**src/rtl/mux_arb_pkg.sv**
```systemverilog
// Shared types and helpers for the 8:1 mux round-robin arbiter.
package mux_arb_pkg;

  localparam int unsigned N_REQ = 8;
  localparam int unsigned SEL_W = 3;

  typedef enum logic [1:0] {
    StIdle,
    StSettle,
    StOwn
  } arb_state_e;

  // Decode a select value into a one-hot grant vector.
  function automatic logic [N_REQ-1:0] onehot(input logic [SEL_W-1:0] idx);
    logic [N_REQ-1:0] vec;
    vec      = '0;
    vec[idx] = 1'b1;
    return vec;
  endfunction

endpackage

```
**src/rtl/rr_pick.sv**
```systemverilog
// Round-robin pick: first set request at or after ptr, wrapping 7 -> 0.
// Purely combinational.
module rr_pick
  import mux_arb_pkg::*;
(
  input  logic [N_REQ-1:0] req_i,
  input  logic [SEL_W-1:0] ptr_i,
  output logic             valid_o,
  output logic [SEL_W-1:0] idx_o
);

  logic [N_REQ-1:0] req_rot;
  logic [SEL_W-1:0] off;

  // Rotate so that bit 0 is the requester at ptr; index arithmetic wraps mod 8.
  always_comb begin
    req_rot = '0;
    for (int k = 0; k < N_REQ; k++) begin
      req_rot[k] = req_i[ptr_i + SEL_W'(k)];
    end
  end

  // Lowest set bit of the rotated vector is the round-robin winner offset.
  always_comb begin
    off = '0;
    for (int i = N_REQ - 1; i >= 0; i--) begin
      if (req_rot[i]) off = SEL_W'(i);
    end
  end

  assign valid_o = |req_rot;
  assign idx_o   = ptr_i + off;

endmodule

```
**src/rtl/mux8_rr_arbiter.sv**
```systemverilog
// Round-robin arbiter for a shared 8:1 single-bit mux. The select is driven
// first and held through a settle window before the one-hot grant is issued.
// Optional feature: define MUX_ARB_LOCK_EN to add a lock input that freezes the
// hold counter and suppresses the timeout while the owner keeps it high.
module mux8_rr_arbiter
  import mux_arb_pkg::*;
#(
  parameter int unsigned SETTLE_CYC = 1,
  parameter int unsigned HOLD_MAX   = 16
) (
  input  logic             clk,
  input  logic             reset_n,
  input  logic [N_REQ-1:0] req,
  input  logic             done,
`ifdef MUX_ARB_LOCK_EN
  input  logic             lock,
`endif
  output logic [SEL_W-1:0] sel,
  output logic [N_REQ-1:0] grant,
  output logic             busy,
  output logic             timeout
);

  arb_state_e       state_q, state_d;
  logic [SEL_W-1:0] sel_q, sel_d;
  logic [SEL_W-1:0] ptr_q, ptr_d;
  logic [N_REQ-1:0] grant_q, grant_d;
  logic             busy_q, busy_d;
  logic             timeout_q, timeout_d;
  logic [3:0]       settle_q, settle_d;
  logic [7:0]       hold_q, hold_d;

  logic             lock_on;
  logic             pick_valid;
  logic [SEL_W-1:0] pick_idx;
  logic             hold_hit;
  logic             normal_rel;

`ifdef MUX_ARB_LOCK_EN
  assign lock_on = lock;
`else
  assign lock_on = 1'b0;
`endif

  rr_pick u_rr_pick (
    .req_i   (req),
    .ptr_i   (ptr_q),
    .valid_o (pick_valid),
    .idx_o   (pick_idx)
  );

  // Next-state: pick in idle, count out the settle window, supervise the owner.
  always_comb begin
    state_d    = state_q;
    sel_d      = sel_q;
    ptr_d      = ptr_q;
    grant_d    = grant_q;
    timeout_d  = 1'b0;
    settle_d   = settle_q;
    hold_d     = hold_q;
    hold_hit   = 1'b0;
    normal_rel = 1'b0;
    case (state_q)
      StIdle: begin
        if (pick_valid) begin
          sel_d    = pick_idx;
          settle_d = '0;
          hold_d   = '0;
          if (SETTLE_CYC == 0) begin
            state_d = StOwn;
            grant_d = onehot(pick_idx);
          end else begin
            state_d = StSettle;
          end
        end
      end
      StSettle: begin
        if (32'(settle_q) == SETTLE_CYC - 32'd1) begin
          state_d  = StOwn;
          grant_d  = onehot(sel_q);
          settle_d = '0;
        end else begin
          settle_d = settle_q + 4'd1;
        end
      end
      StOwn: begin
        normal_rel = done || !req[sel_q];
        hold_hit   = (HOLD_MAX != 0) && (32'(hold_q) == HOLD_MAX - 32'd1) && !lock_on;
        if (normal_rel || hold_hit) begin
          state_d   = StIdle;
          grant_d   = '0;
          ptr_d     = sel_q + SEL_W'(1);
          hold_d    = '0;
          // A voluntary release in the same cycle wins over the forced one.
          timeout_d = !normal_rel;
        end else if (!lock_on) begin
          hold_d = hold_q + 8'd1;
        end
      end
      default: begin
        state_d = StIdle;
        grant_d = '0;
      end
    endcase
    busy_d = (state_d != StIdle);
  end

  // State and registered outputs; reset clears everything without a pulse.
  always_ff @(posedge clk or negedge reset_n) begin
    if (!reset_n) begin
      state_q   <= StIdle;
      sel_q     <= '0;
      ptr_q     <= '0;
      grant_q   <= '0;
      busy_q    <= 1'b0;
      timeout_q <= 1'b0;
      settle_q  <= '0;
      hold_q    <= '0;
    end else begin
      state_q   <= state_d;
      sel_q     <= sel_d;
      ptr_q     <= ptr_d;
      grant_q   <= grant_d;
      busy_q    <= busy_d;
      timeout_q <= timeout_d;
      settle_q  <= settle_d;
      hold_q    <= hold_d;
    end
  end

  assign sel     = sel_q;
  assign grant   = grant_q;
  assign busy    = busy_q;
  assign timeout = timeout_q;

endmodule

```
**config.mk**
```make
export PLATFORM = sky130hd
export DESIGN_NAME = mux8_rr_arbiter
export DESIGN_NICKNAME = d
export VERILOG_FILES = /design/src/rtl/mux_arb_pkg.sv /design/src/rtl/rr_pick.sv /design/src/rtl/mux8_rr_arbiter.sv
export SDC_FILE = /design/constraint.sdc
export NUM_CORES = 1
export LEC_CHECK = 0
export BUFFER_PORTS_ARGS = -buffer_cell sky130_fd_sc_hd__buf_2
export CAP_MARGIN = 20
export CORE_MARGIN = 2
export CORE_UTILIZATION = 30
export CTS_BUF_LIST = sky130_fd_sc_hd__clkbuf_2
export DETAILED_ROUTE_END_ITERATION = 12
export MAX_ROUTING_LAYER = met4
export SLEW_MARGIN = 20
export SYNTH_ARGS = -nofsm -noshare
export SYNTH_HDL_FRONTEND = slang
export SYNTH_HIERARCHICAL = 1
export SYNTH_SLANG_ARGS = --single-unit
```
**constraint.sdc**
```tcl
create_clock -name clk -period 4 [get_ports clk]
set_clock_uncertainty 0.05 [all_clocks]
set_input_delay 0.4 -clock clk [delete_from_list [all_inputs] [get_ports clk]]
set_output_delay 0.4 -clock clk [all_outputs]
set_load 0.02 [all_outputs]
```
==> summary.md <==
| Metric | Value |
|---|---|
| Initial Utilization | 31.34% |
| Layout cells sized above 1 | 22.92% |
| Cell chain of the critical path | inv_2 > ha_1 > mux2i_1 > mux4_4 > o211ai_1 > nand3_1 > a31oi_1 > ha_1 > inv_1 > fa_1 > inv_1 > mux2_2 |
| Worst-path clk slew | 160 ps |
| Syn Nets | 232 |
| Setup TNS | 0 ps |
| Static leakage | 1.062 nW |
| Power Density | 813.4 nW/um^2 |
| Synth Register Bits | 30 |
| Most common cell after layout, fill and taps aside | dfrtp_1 |
| FFs w/ async S/R, synth | 100.0% |
| Outcome | finished, violations left |
| DR WL/cell | 14.79 um |
| Reg-to-reg slack, setup | 750 ps |
| Total Wirelength | 4971 um |
| Die area | 7910 sq um |
| Worst path max stage delay | 640 ps |
| H-Tree Level Count | 2 |
| Critical Path Sink | sel[1] |
| Most frequent cells in the layout | 30 x dfrtp_1, 23 x buf_2, 15 x nand2_1 |
| IO buf count | 23 |
| Relative slew margins | 54.51% |
| Global Route Usage Sum | 13.99% |
| Pre-antenna DRT Iters | 4 |
| Maximum clock rate | 307.4 MHz |
| Ys Warns | 6 |
| CTS Root Cell | clkbuf_2 |
| Final period utilization | 81.31% |
| Mapped Cells | 213 |
| Final HPWL DP | 3694 um |
| Final Hold Vio Count | 13 |
| Initial drt markers | 72 |
| CP Capture Type | flip-flop |
| Worst-Skew Late Latency | 370 ps |
| Nets | 258 |
| Pins over their slew limit | 0 |
| Row count | 30 |
| CTS Buf Count | 5 |
| Global-route wire length before repair | 8162 um |
| Final setup viols | 0 |
| Worst setup SP type | flip-flop |
| CP Max Fanout | 7 |
| Violated checks | hold timing |
| Final RePlAce weighted congestion | 0.9098 |
| Largest net degree at the start of global routing | 31 |
| Synth Flop Type | dfrtp_1 |
| Die height | 88.94 um |
| HP Class | input pin to asynchronous set/reset pin |
| WHS | -5.999 ps |
| Post-CTS Hold Buffers | 0 |
| Syn Area/Cell | 10.16 sq um |
| Setup crit start | ptr_q[0] |
| Post-synth EDFFs | 0 |
| Cells after DPL | 328 |
| Ports | 24 |
| Max-Cap Viols | 0 |
| Die width | 88.94 um |
| Worst path required time | 4230 ps |
| Post-CTS setup buffer count | 0 |
| FF-to-FF End | sel[1] |
| Core area | 6907 sq um |
| Crit path arrival time | 3480 ps |
| Worst r2r src | ptr_q[0] |
| Sequential fraction of the synthesis area | 34.68% |
| RSZ-0062 raised after global routing | false |
| Worst Reg-to-Reg Cells | 12 |
| CTS tree | done |
| Synth unique cells | 54 |
| Antenna violations before repair | 0 |
| Final Critical Period | 3253 ps |
| Ant diodes | 0 |
| Vias in the first global route | 1700 |
| Post-cts repair resize count | 0 |
| Number of remaining DRC errors | 0 |
| Routed Antenna Nets | 0 |
| Sink Count | 30 |
| Max Root-Sink Buffers | 2 |
| Crit path kind | flip-flop to flip-flop |
| Vias per cell | 5.238 |
| Via Count | 1760 |
| Area delta synth->final | 10.46% |
| Worst-margin pin slew | 682.3 ps |
| Synthesized area | 2165 sq um |
| Slowest-stage cell, CP | mux4_4 |
| Peak supply drop | 0.0003747 V |
| Overflow after GRT | 0 |
| Layout Utilization | 34.62% |
| Non-Filler Instances | 336 |
[power breakdown]
part           leakage, nW  internal, mW  switching [mW]
Sequential           0.397         0.391           0.125
Clock               0.0255        0.0373           0.108
Combinational        0.639         0.583           0.701
Total                 1.06          1.01           0.933
[flip-flops by register name, indices dropped and copies added, names as in the netlist]
| register | flops |
|---|---|
| sel | 3 |
| grant | 8 |
| hold_q | 8 |
| timeout | 1 |
| state_q | 2 |
| settle_q | 4 |
| ptr_q | 3 |
| busy | 1 |
[logic make-up (layout without fill, tap and decap cells)]
group / after synthesis / after routing / share of synthesized area, %
flops: 30 / 30 / 34.68
compound gates: 45 / 45 / 14.86
buf+inv: 18 / 45 / 5.029
xor+xnor: 6 / 6 / 2.428
fa+ha+maj: 8 / 8 / 4.971
mux: 29 / 29 / 19.13
simple gates: 77 / 77 / 18.90
[how the worst min path moves through the flow]
stage / startpoint / endpoint / slack [ps] / depth (start not counted)
after CTS: reset_n / timeout / 20 / 1
after global routing: reset_n / hold_q[6] / 40 / 1
after global placement: grant[6] / grant[6] / 430 / 1
after detailed placement: grant[3] / grant[3] / 430 / 1
final: reset_n / hold_q[4] / -6 / 1
after floorplan: reset_n / busy / 50 / 0
[critical path, delay by kind of cell, from the launching register on]
family / cells / cell delay (ps)
DFF: 1 / 410
buffers and inverters: 3 / 200
adders and majority gates: 3 / 980
and+or+nand+nor: 1 / 90
AOI/OAI and AO/OA: 2 / 330
muxes: 3 / 1090
[layer usage]
metal / part of all wire, % / routed length, um / track usage [%] / vias to the layer above
li1: - / - / - / 861
met4: 1.8 / 90 / 4.749 / 0
met5: 0 / 0 / - / -
met3: 4.4 / 218 / 2.955 / 11
met1: 48 / 2381 / 18.63 / 848
met2: 46 / 2281 / 21.30 / 40
[Yosys cell counts, types with 2 or more instances]
cell,count,area (sq um)
buf_6,5,56.30
nand2_1,15,56.30
and3_1,3,18.77
mux4_1,2,52.55
a21oi_1,2,10.01
inv_1,10,37.54
o21ai_0,14,70.07
xor2_1,4,35.03
o31ai_1,3,22.52
nor2_1,13,48.80
nor4_1,2,12.51
a22o_1,5,43.79
nor3b_1,2,15.01
or3_1,3,18.77
nand2b_1,3,18.77
xnor2_1,2,17.52
mux2_2,11,123.9
nor3_1,10,50.05
a21o_1,2,15.01
ha_1,7,87.58
mux4_2,5,112.6
o2bb2ai_1,2,17.52
nand3_1,11,55.05
a32o_1,5,50.05
nor2b_1,4,25.02
dfrtp_1,30,750.7
mux2i_1,10,100.1
a31oi_1,2,12.51
[final cells by class]
cell class                      instances  area (sq um)
Clock inverter                          3         11.26
Inverter                               11         41.29
Clock buffer                            5         25.02
Multi-Input combinational cell        165          1305
Fill cell                             755          4516
Tap cell                               96         120.1
Sequential cell                        30         750.7
Timing Repair Buffer                   26         137.6
[per-stage QoR]
step | instance area (sq um) | worst slack, ps | power, mW
after floorplan | 2165 | 712.6 | 1.551
after global routing | 2391 | 570.1 | 2.120
final | 2391 | 747.4 | 1.945
after CTS | 2391 | 752.8 | 1.953
after detailed placement | 2355 | 746.5 | 1.798
after global placement | 2355 | 801.1 | 1.784
(Power assumes the default switching activity.)
